## src/rtl/arm_pkg.sv

```systemverilog
// Shared constants and helpers for the ARM fetch stage.
// Contents:
//   WORD_W           - datapath / address width
//   PC_INC           - sequential fetch increment
//   NOP_INSTR_DEF    - bubble word (MOV r0,r0) placed in decode on flush or miss
//   RESET_PC_DEF     - default PC after reset
//   pc_plus4()       - modulo-2^32 sequential PC increment
package arm_pkg;

    localparam int                  WORD_W        = 32;
    localparam logic [WORD_W-1:0]   PC_INC        = 32'd4;
    localparam logic [WORD_W-1:0]   NOP_INSTR_DEF = 32'hE1A0_0000;
    localparam logic [WORD_W-1:0]   RESET_PC_DEF  = 32'h0000_0000;

    // Wraps silently at 2^32; no carry is reported.
    function automatic logic [WORD_W-1:0] pc_plus4(input logic [WORD_W-1:0] pc);
        return pc + PC_INC;
    endfunction

endpackage

```

## src/rtl/arm_fetch_stage_if.sv

```systemverilog
// Signal bundle between the fetch stage and its surroundings
// (instruction memory, hazard unit, Execute/Writeback redirects, decode).
// Modports:
//   master - the fetch stage itself (drives PCF and the decode-side outputs)
//   slave  - the environment (drives instruction data, stalls, flushes, redirects)
interface arm_fetch_stage_if;
    import arm_pkg::*;

    logic [WORD_W-1:0] PCF;
    logic [WORD_W-1:0] InstrF;
    logic              ImemReady;
    logic              StallF;
    logic              StallD;
    logic              FlushD;
    logic              BranchTakenE;
    logic [WORD_W-1:0] ALUResultE;
    logic              PCSrcW;
    logic [WORD_W-1:0] ResultW;
    logic [WORD_W-1:0] InstrD;
    logic [WORD_W-1:0] PCPlus8D;
    logic              ValidD;
    logic [WORD_W-1:0] FetchCount;
    logic [WORD_W-1:0] StallCount;

    modport master (
        output PCF, InstrD, PCPlus8D, ValidD, FetchCount, StallCount,
        input  InstrF, ImemReady, StallF, StallD, FlushD,
               BranchTakenE, ALUResultE, PCSrcW, ResultW
    );

    modport slave (
        input  PCF, InstrD, PCPlus8D, ValidD, FetchCount, StallCount,
        output InstrF, ImemReady, StallF, StallD, FlushD,
               BranchTakenE, ALUResultE, PCSrcW, ResultW
    );

endinterface

```

## src/rtl/arm_fd_reg.sv

```systemverilog
// Enable/clear pipeline register used for each field of the F/D register.
// Ports:
//   clk, reset - core clock, synchronous active-high reset
//   clr        - load CLR_VAL (wins over en)
//   en         - load d
//   d / q      - DATA_W-bit data in / registered out
// Reset loads the same value as clr, so each instance has one "empty" value.
module arm_fd_reg #(
    parameter int                DATA_W  = 32,
    parameter logic [DATA_W-1:0] CLR_VAL = '0
) (
    input  logic              clk,
    input  logic              reset,
    input  logic              clr,
    input  logic              en,
    input  logic [DATA_W-1:0] d,
    output logic [DATA_W-1:0] q
);

    always_ff @(posedge clk) begin
        if (reset || clr) begin
            q <= CLR_VAL;
        end else if (en) begin
            q <= d;
        end
    end

endmodule

```

## src/rtl/arm_fetch_stage.sv

```systemverilog
// Fetch stage and F/D pipeline register of the pipelined ARM core.
// Owns the PC, drives the instruction-memory address and captures the fetched
// word into decode, honouring stalls, flushes and branch/writeback redirects.
// Ports:
//   clk, reset - core clock, synchronous active-high reset
//   bus        - arm_fetch_stage_if.master: PCF/InstrF/ImemReady (imem),
//                StallF/StallD/FlushD (hazard), BranchTakenE/ALUResultE,
//                PCSrcW/ResultW (redirects), InstrD/PCPlus8D/ValidD (decode),
//                FetchCount/StallCount (performance counters)
// Build option: define ARM_FETCH_PERF_EN to generate the performance counters;
// otherwise FetchCount and StallCount read 0 and no counter flops exist.
module arm_fetch_stage
    import arm_pkg::*;
#(
    parameter logic [WORD_W-1:0] RESET_PC  = RESET_PC_DEF,
    parameter logic [WORD_W-1:0] NOP_INSTR = NOP_INSTR_DEF
) (
    input  logic                clk,
    input  logic                reset,
    arm_fetch_stage_if.master   bus
);

    logic              redirect;
    logic [WORD_W-1:0] pc_f;
    logic [WORD_W-1:0] pc_plus4_f;
    logic [WORD_W-1:0] pc_next;
    logic              fd_clr;
    logic              instr_clr;
    logic              p8_en;

    assign redirect   = bus.BranchTakenE | bus.PCSrcW;
    assign pc_plus4_f = pc_plus4(pc_f);

    // Redirect targets are taken verbatim (no alignment masking) and beat any hold.
    always_comb begin
        pc_next = pc_plus4_f;
        if (bus.BranchTakenE) begin
            pc_next = bus.ALUResultE;
        end else if (bus.PCSrcW) begin
            pc_next = bus.ResultW;
        end else if (bus.StallF || !bus.ImemReady) begin
            pc_next = pc_f;
        end
    end

    // ---- Fetch stage: PC register ----
    always_ff @(posedge clk) begin
        if (reset) begin
            pc_f <= RESET_PC;
        end else begin
            pc_f <= pc_next;
        end
    end

    assign bus.PCF = pc_f;

    // A redirect kills whatever was fetched on the wrong path this cycle.
    assign fd_clr    = bus.FlushD | redirect;
    // An imem miss inserts a bubble but leaves PCPlus8D alone.
    assign instr_clr = fd_clr | (!bus.StallD & !bus.ImemReady);
    assign p8_en     = !bus.StallD & bus.ImemReady;

    // ---- F/D register ----
    arm_fd_reg #(.DATA_W(WORD_W), .CLR_VAL(NOP_INSTR)) u_instr_d (
        .clk   (clk),
        .reset (reset),
        .clr   (instr_clr),
        .en    (!bus.StallD),
        .d     (bus.InstrF),
        .q     (bus.InstrD)
    );

    arm_fd_reg #(.DATA_W(WORD_W), .CLR_VAL('0)) u_pcplus8_d (
        .clk   (clk),
        .reset (reset),
        .clr   (fd_clr),
        .en    (p8_en),
        .d     (pc_plus4_f),
        .q     (bus.PCPlus8D)
    );

    arm_fd_reg #(.DATA_W(1), .CLR_VAL(1'b0)) u_valid_d (
        .clk   (clk),
        .reset (reset),
        .clr   (instr_clr),
        .en    (!bus.StallD),
        .d     (1'b1),
        .q     (bus.ValidD)
    );

`ifdef ARM_FETCH_PERF_EN
    logic              fd_load_valid;
    logic              stall_cyc;
    logic [WORD_W-1:0] fetch_cnt;
    logic [WORD_W-1:0] stall_cnt;

    assign fd_load_valid = !fd_clr & !bus.StallD & bus.ImemReady;
    assign stall_cyc     = (bus.StallF | !bus.ImemReady) & !redirect;

    // ---- Performance counters ----
    always_ff @(posedge clk) begin
        if (reset) begin
            fetch_cnt <= '0;
            stall_cnt <= '0;
        end else begin
            if (fd_load_valid) begin
                fetch_cnt <= fetch_cnt + 32'd1;
            end
            if (stall_cyc) begin
                stall_cnt <= stall_cnt + 32'd1;
            end
        end
    end

    assign bus.FetchCount = fetch_cnt;
    assign bus.StallCount = stall_cnt;
`else
    assign bus.FetchCount = '0;
    assign bus.StallCount = '0;
`endif

endmodule

```

## src/flat_wrapper.sv

```systemverilog
// flat-port wrapper written by rule: the top's interface ports become plain ports
module arm_fetch_stage_flat import arm_pkg::*;
#(
    parameter logic [WORD_W-1:0] RESET_PC  = RESET_PC_DEF,
    parameter logic [WORD_W-1:0] NOP_INSTR = NOP_INSTR_DEF
)
  (clk, reset, bus_PCF, bus_InstrD, bus_PCPlus8D, bus_ValidD, bus_FetchCount, bus_StallCount, bus_InstrF, bus_ImemReady, bus_StallF, bus_StallD, bus_FlushD, bus_BranchTakenE, bus_ALUResultE, bus_PCSrcW, bus_ResultW);
  arm_fetch_stage_if bus_i ();
  input  logic clk;
  input  logic reset;
  output wire logic [$bits(bus_i.PCF)-1:0] bus_PCF;
  output wire logic [$bits(bus_i.InstrD)-1:0] bus_InstrD;
  output wire logic [$bits(bus_i.PCPlus8D)-1:0] bus_PCPlus8D;
  output wire logic [$bits(bus_i.ValidD)-1:0] bus_ValidD;
  output wire logic [$bits(bus_i.FetchCount)-1:0] bus_FetchCount;
  output wire logic [$bits(bus_i.StallCount)-1:0] bus_StallCount;
  input wire logic [$bits(bus_i.InstrF)-1:0] bus_InstrF;
  input wire logic [$bits(bus_i.ImemReady)-1:0] bus_ImemReady;
  input wire logic [$bits(bus_i.StallF)-1:0] bus_StallF;
  input wire logic [$bits(bus_i.StallD)-1:0] bus_StallD;
  input wire logic [$bits(bus_i.FlushD)-1:0] bus_FlushD;
  input wire logic [$bits(bus_i.BranchTakenE)-1:0] bus_BranchTakenE;
  input wire logic [$bits(bus_i.ALUResultE)-1:0] bus_ALUResultE;
  input wire logic [$bits(bus_i.PCSrcW)-1:0] bus_PCSrcW;
  input wire logic [$bits(bus_i.ResultW)-1:0] bus_ResultW;
  assign bus_PCF = bus_i.PCF;
  assign bus_InstrD = bus_i.InstrD;
  assign bus_PCPlus8D = bus_i.PCPlus8D;
  assign bus_ValidD = bus_i.ValidD;
  assign bus_FetchCount = bus_i.FetchCount;
  assign bus_StallCount = bus_i.StallCount;
  assign bus_i.InstrF = bus_InstrF;
  assign bus_i.ImemReady = bus_ImemReady;
  assign bus_i.StallF = bus_StallF;
  assign bus_i.StallD = bus_StallD;
  assign bus_i.FlushD = bus_FlushD;
  assign bus_i.BranchTakenE = bus_BranchTakenE;
  assign bus_i.ALUResultE = bus_ALUResultE;
  assign bus_i.PCSrcW = bus_PCSrcW;
  assign bus_i.ResultW = bus_ResultW;
  arm_fetch_stage #(.RESET_PC(RESET_PC), .NOP_INSTR(NOP_INSTR)) u_core (.clk(clk), .reset(reset), .bus(bus_i));
endmodule
```

## config.mk

```make
export PLATFORM = sky130hd
export DESIGN_NAME = arm_fetch_stage_flat
export DESIGN_NICKNAME = d
export VERILOG_FILES = /design/src/rtl/arm_pkg.sv /design/src/rtl/arm_fetch_stage_if.sv /design/src/rtl/arm_fd_reg.sv /design/src/rtl/arm_fetch_stage.sv /design/src/flat_wrapper.sv
export SDC_FILE = /design/constraint.sdc
export NUM_CORES = 1
export LEC_CHECK = 0
export BUFFER_PORTS_ARGS = -buffer_cell sky130_fd_sc_hd__buf_2
export CORE_MARGIN = 4
export CORE_UTILIZATION = 51
export CTS_CLUSTER_DIAMETER = 200
export DETAILED_ROUTE_END_ITERATION = 12
export GPL_TIMING_DRIVEN = 0
export PLACE_DENSITY_LB_ADDON = 0.15
export SYNTH_ARGS = -nofsm -noshare
export SYNTH_HDL_FRONTEND = slang
export SYNTH_SLANG_ARGS = --single-unit
```

## constraint.sdc

```tcl
create_clock -name clk -period 5.35 [get_ports clk]
set_input_delay 0.2675 -clock clk [delete_from_list [all_inputs] [get_ports clk]]
set_output_delay 0.2675 -clock clk [all_outputs]
set_load 0.02 [all_outputs]
```

==> flow_summary.ini, run 1 <==
[critical_path]
critPathArrivalTime_ps = 2710
endpoint_kind = flip-flop
startpoint_type = flip-flop
worstPathMaxFanout = 9
path_class = flip-flop to flip-flop
reg2reg_depth = 7
required_ps = 5590

[timing]
drv_slew = 0
maxSlewHeadroom = 0.2616
skew_ps = 17.14
hold_violations = 0
finalSetupViolCount = 0
fmax_mhz = 405.2
finalCriticalPeriod_ps = 2468
fin_crit_sh = 0.4613
fin_hold_ws_ps = 109.7
worst_pin_slew_ps = 1105
tns_ps = 0
setup_ws_ps = 2882
rsz0062_at_grt = false

[min_path]
hold_depth = 3
hold_class = primary input to flip-flop

[layout]
n_fill_cell = 900
fin_nets = 1033
fin_cells = 1069
antennaDiodeCount = 0
layout-drive-gt1-share = 0.3355
syn_to_final_growth_pct = 29.27

[drt]
drtPass1Iterations = 5
drtAntennaViolNets = 0
drcViolationCount = 0
routed_wl_um = 19610
drt-initial-drc-count = 549
vias = 5789
avgViaCountPerCell = 5.415
wl_per_cell_um = 18.34

[yosys]
synth_flop_cell = dfxtp_1
muxShareOfSynthArea = 0.07684
yosysMostFrequentCell = dfxtp_1
ys_seq_area_frac = 0.3539
synth.largest_area_cell = dfxtp_1
ys_types = 67
synth_edf_count = 0
synth_top_family_by_area = simple AND/OR/NAND/NOR gates
syn_area_per_cell_sq_um = 8.340
yosys.area_share.simple = 0.1949
async_flop_share = 0
synthAdderAreaFrac = 0.002280
synth_top_area_frac = 0.3539
synth_xor_area_frac = 0.04628
syn_inst = 658
synth-seq-cells = 97
synth_common_cells = dfxtp_1 (97), nor2_1 (77), buf_4 (71), a21oi_1 (52), nand2_1 (45)
synth_compound_area_frac = 0.1776
yosysWarnings = 0
synth_area_sq_um = 5488
synthTopCellsByArea = dfxtp_1 (35%), buf_4 (9.7%), mux2i_1 (7.5%)

[cts]
cts_tree = yes
cts_hold_buf = 0
clockRootBuffer = clkbuf_8
path_clk_slew_ps = 110
htreeDepth = 3
cts_setup_buffers = 0
cts_buffers = 9
insertion_delay_ps = 370
ctsResizeCount = 0
cts_buffer_depth = 2
clock_sinks = 97

[place]
place_inst = 1053
io_buffers = 196
post-place-ws_ps = 2959
gp_congestion = 0.9336
place_hpwl_um = 15450

[global_route]
track_usage = 0.3015
grt_overflow = 0
grt_max_degree = 17
antenna_found_initial = 0
grt_pass1_wl_um = 30070
grt_pass1_vias = 5654

[die]
core_sq_um = 10420
die_area_sq_um = 12480
die_h_um = 111.7
die_w_um = 111.7
initial_core_util = 0.5268
rows = 37
ios = 265

[pwr]
p_per_area_nw_per_um2 = 237.4
leakagePower_nw = 3.384
max-vdd-ir-drop_uv = 124.5

[status]
status = finished, final reports clean

[run]
max_cap_violations = 0
cells by family (layout without fill, tap and decap cells):
| group | after synthesis | count (layout) |
|---|---|---|
| AND/OR/NAND/NOR | 205 | 205 |
| AO/OA/AOI/OAI | 152 | 152 |
| buffers and inverters | 131 | 343 |
| flip-flops | 97 | 97 |
| multiplexers | 42 | 42 |
| XOR/XNOR | 29 | 29 |
| adder cells (fa/ha/maj) | 1 | 1 |
| other | 1 | 64 |
report_power, final:
group | switching, mW | internal (mW)
sequential | 0.0293 | 0.744
clock | 0.277 | 0.269
combinational | 0.220 | 0.144
total | 0.526 | 1.16
worst paths after layout:
kind	from	to	slack, ps
min	bus_InstrF[21]	u_core.u_instr_d.q[21]	110
max reg2reg	u_core.bus.PCF[2]	u_core.bus.PCF[18]	2880
min reg2reg	u_core.u_valid_d.q	u_core.u_valid_d.q	460
max	u_core.bus.PCF[2]	u_core.bus.PCF[18]	2880
through the flow:
step / util / cell area (sq um) / total power [mW]
global placement: 0.6601 / 6875 / 1.137
floorplan: - / 5724 / 1.026
global route: 0.6811 / 7094 / 1.748
CTS: 0.6811 / 7094 / 1.677
finish: 0.6811 / 7094 / 1.684
detailed placement: 0.6601 / 6875 / 1.144
critical path, cell delays in order, from the launching register on:
cell and delay (ps):
dfxtp_1 490, ha_1 400, inv_1 150, or3_1 370, buf_2 190, o31a_1 310, o21ai_0 300, a21oi_1 110
state kept, by name (all words and copies together) (netlist names):
signal,flops
u_core.u_valid_d.q,1
u_core.u_instr_d.q,32
u_core.u_pcplus8_d.q,32
u_core.bus.PCF,32
routing by layer:
metal | GRT usage | share of wire | vias up
li1 | - | - | 2733
met5 | 0 | 0 | -
met4 | 0.1079 | 0.026 | 0
met2 | 0.4968 | 0.47 | 366
met3 | 0.07283 | 0.11 | 43
met1 | 0.3847 | 0.39 | 2647
layout by cell type, fill, tap and decap left out, types with 3 or more instances in the layout:
master	instances
o31ai_1	3
a211oi_1	19
o21ai_0	30
nor2b_1	3
clkbuf_8	9
a21oi_1	52
nand2_1	45
nor2_1	77
nor4_1	9
buf_4	71
a222oi_1	3
a221oi_1	5
xor2_1	8
a22oi_1	9
xnor2_1	21
and3_1	3
buf_2	203
clkbuf_1	30
and4_1	5
conb_1	64
nand3_1	14
nand4_1	7
nand2b_1	3
inv_1	14
mux2i_1	41
o31a_1	4
o22ai_1	3
buf_1	5
dfxtp_1	97
nor3_1	15
buf_6	3
area by class of cell:
type                            count  area (sq um)  area share
Inverter                           14         52.55    0.007407
Clock inverter                      5         87.58     0.01235
Tap cell                          136         170.2     0.02399
Buffer                            117         757.0      0.1067
Timing Repair Buffer              196         980.9      0.1383
Clock buffer                       11         131.4     0.01852
Sequential cell                    97          1942      0.2737
Multi-Input combinational cell    493          2973      0.4190
Note: power is estimated with default switching activity, not from simulation.
==> inputs of run 2 (changes only) <==
- CORE_UTILIZATION: 51 -> 42
- clock period: 5.35 -> 2.1 ns (I/O delays scaled with it)
==> run 2 against run 1 <==
Final cell count grew 6.7%. Clock skew shrank 6.2 ps. Register-to-register slack lost 2800 ps. Die area is 20% higher. Critical path type unchanged.
==> flow_summary.ini, run 2 (synthesis results as in run 1) <==
[layout]
layout_commonest_cell = buf_2
fin_nets = 1067
fin_cells = 1141
layout_common_cells = buf_2 (203), dfxtp_1 (91), nor2_1 (77), buf_4 (71), conb_1 (64)
layout-drive-gt1-share = 0.3382
syn_to_final_growth_pct = 39.74
n_fill_cell = 1220

[die]
die_w_um = 122.3
initial_core_util = 0.4314
core_sq_um = 12720
rows = 41
die_h_um = 122.3
ios = 265
die_area_sq_um = 14960

[critical_path]
startpoint_type = flip-flop
worstPathMaxFanout = 10
r2r_slack_ps = 70
reg2reg_depth = 8
endpoint_kind = flip-flop
rr_endpoint = u_core.bus.PCF[21]
required_ps = 2360
critPathArrivalTime_ps = 2290
rr_startpoint = u_core.bus.PCF[4]
path_class = flip-flop to flip-flop

[pwr]
p_per_area_nw_per_um2 = 624.3
max-vdd-ir-drop_uv = 359.9
internal_power_mw = 3.400
power.switching_mw = 1.388
seqPwrFrac = 0.413
switching_share = 0.2899
leakagePower_nw = 3.599
clockPowerShare = 0.384
p_comb_frac = 0.203
total_power_mw = 4.788

[cts]
htreeDepth = 3
path_clk_slew_ps = 70
clockRootBuffer = clkbuf_16
cts_buffer_depth = 2
cts_buffers = 9
cts_setup_buffers = 0
cts_tree = yes
insertion_delay_ps = 350
clock_sinks = 97

[place]
gp_congestion = 0.9577
place_hpwl_um = 14840
place_inst = 1089
post-place-ws_ps = -242.1
io_buffers = 196

[timing]
drv_slew = 0
fmax_mhz = 491.5
worst_pin_slew_ps = 1064
maxSlewHeadroom = 0.2891
finalSetupViolCount = 0
fin_hold_ws_ps = 17.11
setup_ws_ps = 65.54
rsz0062_at_grt = true
fin_crit_sh = 0.9688
skew_ps = 10.93
hold_violations = 0
finalCriticalPeriod_ps = 2034

[drt]
routed_wl_um = 19590
drtAntennaViolNets = 0
drcViolationCount = 0
drtPass1Iterations = 5
wl_per_cell_um = 17.17
drt-initial-drc-count = 451
avgViaCountPerCell = 5.055
vias = 5768

[min_path]
hold_class = primary input to flip-flop
worstHoldStart = bus_ALUResultE[7]
hold-path-endpoint = u_core.bus.PCF[7]
hold_depth = 3

[global_route]
grt_pass1_vias = 5538
grt_max_degree = 17
grt_pass1_wl_um = 29750
track_usage = 0.2560
grt_overflow = 0
antenna_found_initial = 0

[status]
status = finished, final reports clean

[run]
max_cap_violations = 0
## run 2: cell count changes in the layout (fill, tap and decap cells not counted), sizes merged
cell         previous run  this run
clkbuf                 41        40
diode                   0         2
dlygate4sd3             0        35
inv                    16        15
clkinv                  0         1
## run 2: through the flow
step / area (sq um) / setup TNS, ps / util
after floorplan: 5724 / 0 / -
after detailed placement: 6920 / -1590 / 0.5440
after global placement: 6920 / -1592 / 0.5440
after global routing: 7664 / -7.718 / 0.6024
after CTS: 7615 / 0 / 0.5985
final: 7669 / 0 / 0.6028
## run 2: final cells by class
| class | instances | area, sq um | area share |
|---|---|---|---|
| diodes | 2 | 5.005 | 0.0006526 |
| plain buffers | 116 | 753.2 | 0.09822 |
| clock buffers | 11 | 242.7 | 0.03165 |
| clock inverters | 5 | 87.58 | 0.01142 |
| inverters | 14 | 52.55 | 0.006853 |
| multi-input cells | 493 | 3029 | 0.3950 |
| flip-flops and latches | 97 | 1952 | 0.2545 |
| well taps | 172 | 215.2 | 0.02806 |
| repair buffers | 231 | 1331 | 0.1736 |
## run 2: power by group through the flow
stage	registers, mW	logic, mW	clock network, mW
2_1_floorplan	2.06	0.558	0
3_3_place_gp	2.01	0.897	0
3_5_place_dp	2.01	0.898	0
4_1_cts	1.97	0.956	1.86
5_1_grt	1.98	1.05	1.94
6_report	1.98	0.973	1.84
## run 2: timing repair
action                                 CTS  global route
hold buffers                            35             0
setup endpoints to repair               13            19
pin swaps                                0             1
gates cloned                             0             0
gates resized for setup                  3            15
endpoints found under the hold margin   35             0
## run 2: critical path, stage by stage, from the launching register on
cell	delay [ps]
dfxtp_1	330
buf_4	160
and4_1	180
buf_4	160
nand4_1	160
buf_2	240
nor4_1	320
nor3_1	140
o32ai_1	250
## run 2: worst max-delay path by stage
stage | start | endpoint | slack (ps) | depth (start not counted)
6_report | u_core.bus.PCF[4] | u_core.bus.PCF[21] | 70 | 8
4_1_cts | u_core.bus.PCF[3] | u_core.bus.PCF[18] | 20 | 7
2_1_floorplan | u_core.bus.PCF[2] | u_core.bus.PCF[18] | 50 | 7
3_3_place_gp | u_core.bus.PCF[2] | u_core.bus.PCF[18] | -260 | 7
5_1_grt | u_core.bus.PCF[4] | u_core.u_pcplus8_d.q[30] | -8 | 7
3_5_place_dp | u_core.bus.PCF[2] | u_core.bus.PCF[18] | -240 | 7
## run 2: metal layers
layer	track usage	share of wire	up-vias	wire length (um)
li1	-	-	2809	-
met1	0.3391	0.42	2620	8190
met2	0.4036	0.46	296	9080
met3	0.05622	0.084	43	1652
met4	0.1064	0.034	0	669
met5	0	0	-	0
==> inputs of run 3 (changes only) <==
- CELL_PAD_IN_SITES_DETAIL_PLACEMENT: not set -> 0
- CELL_PAD_IN_SITES_GLOBAL_PLACEMENT: not set -> 1
- CORE_UTILIZATION: 42 -> 30
==> run 3 against run 2 <==
Setup slack worse by 9.4 ps. Sequential power about the same. Core utilization is 17 points lower. Critical path depth shrank 2.
==> flow_summary.ini, run 3 (synthesis results as in run 1) <==
[drt]
drt-initial-drc-count = 401
avgViaCountPerCell = 4.744
drcViolationCount = 0
wl_per_cell_um = 18.00
routed_wl_um = 21620
drtPass1Iterations = 7
vias = 5697
drtAntennaViolNets = 0

[place]
placed_area_sq_um = 6992
place_hpwl_um = 16310
gp_congestion = 0.9131
io_buffers = 196

[pwr]
internal_power_mw = 3.254
total_power_mw = 4.703
switching_share = 0.3081
p_comb_frac = 0.211
seqPwrFrac = 0.420
clockPowerShare = 0.370
p_per_area_nw_per_um2 = 608.3
leakagePower_nw = 3.598
max-vdd-ir-drop_uv = 364.4
power.switching_mw = 1.449

[global_route]
grt_overflow = 0
grt_pass1_wl_um = 30950
antenna_found_initial = 3
grt_max_degree = 18
grt_pass1_vias = 5295
track_usage = 0.2003

[timing]
hold_violations = 0
finalCriticalPeriod_ps = 2044
fmax_mhz = 489.3
skew_ps = 7.436
maxSlewHeadroom = 0.2437
finalSetupViolCount = 0
drv_slew = 0
rsz0062_at_grt = true
tns_ps = 0
worst_pin_slew_ps = 1132
fin_crit_sh = 0.9733

[status]
status = finished, final reports clean

[cts]
cts_tree = yes
htreeDepth = 3
clock_sinks = 97
clockRootBuffer = clkbuf_16
insertion_delay_ps = 350
cts_buffers = 9
cts_buffer_depth = 2
path_clk_slew_ps = 70

[critical_path]
critPathArrivalTime_ps = 2250
endpoint_kind = flip-flop
rr_startpoint = u_core.bus.PCF[11]
path_class = flip-flop to flip-flop
required_ps = 2310
startpoint_type = flip-flop
crit_path_start = u_core.bus.PCF[11]
worstPathMaxFanout = 9

[die]
ios = 265
die_w_um = 143.3
core_sq_um = 17960
die_h_um = 143.3
die_area_sq_um = 20520
rows = 49
initial_core_util = 0.3055

[layout]
syn_to_final_growth_pct = 40.88
layout_commonest_cell = buf_2
fin_nets = 1070
final_area_sq_um = 7731
post-route-util = 0.4304
layout_common_cells = buf_2 (203), dfxtp_1 (93), nor2_1 (77), buf_4 (73), conb_1 (64)
n_fill_cell = 1894
layout-drive-gt1-share = 0.3361

[min_path]
worstHoldStart = bus_ALUResultE[7]
hold_class = primary input to flip-flop

[run]
max_cap_violations = 0
==> run 3: per-stage QoR <==
stage                     setup WS (ps)  hold WS, ps  cells
after floorplan                   46.14        229.8    721
after global placement           -347.5        323.5   1146
after detailed placement         -347.4        321.8   1146
after CTS                         7.980        3.866   1198
after global routing             -52.66        31.03   1201
final                             56.09        12.21   1201
==> run 3: final timing paths <==
kind                             end  slack (ps)  depth (start not counted)
hold reg to reg   u_core.u_valid_d.q         450                          2
hold / removal     u_core.bus.PCF[7]          10                          3
setup / recovery  u_core.bus.PCF[27]          60                          6
setup reg to reg  u_core.bus.PCF[27]          60                          6
==> run 3: layer usage <==
metal | global-route usage | up-vias | wire length [um]
li1 | - | 2809 | -
met2 | 0.3163 | 243 | 9956
met5 | 0 | - | 13
met1 | 0.2756 | 2617 | 9654
met4 | 0.06789 | 2 | 441
met3 | 0.03751 | 26 | 1550
==> run 3: power by group through the flow <==
stage,Clock (mW),Combinational [mW],Sequential [mW]
floorplan,0,0.558,2.06
global placement,0,0.925,2.01
detailed placement,0,0.924,2.01
CTS,1.78,0.986,1.97
global route,1.84,1.07,1.98
finish,1.74,0.991,1.97
==> run 3: final cells by class <==
cell class	count	area [sq um]	area share
antenna	2	5.005	0.0006474
buffer	116	753.2	0.09743
clock buffer	10	229.0	0.02962
clock inverter	6	73.82	0.009548
inverter	14	52.55	0.006797
multi-input combinational	493	3025	0.3913
sequential	97	1949	0.2521
tap	229	286.5	0.03706
timing repair buffer	234	1356	0.1754
==> run 3: what timing repair did <==
action / CTS / global route
pin swaps: 0 / 2
endpoints found under the hold margin: 36 / 0
hold buffers: 36 / 0
buffers inserted: 0 / 2
setup endpoints to repair: 16 / 16
gates resized for setup: 6 / 9
==> run 3: critical path, cell delays in order (launching register included) <==
cell	delay (ps)
dfxtp_1	470
and4_1	230
buf_4	150
nand4_4	230
o31a_2	430
o21ai_0	270
a211oi_1	120
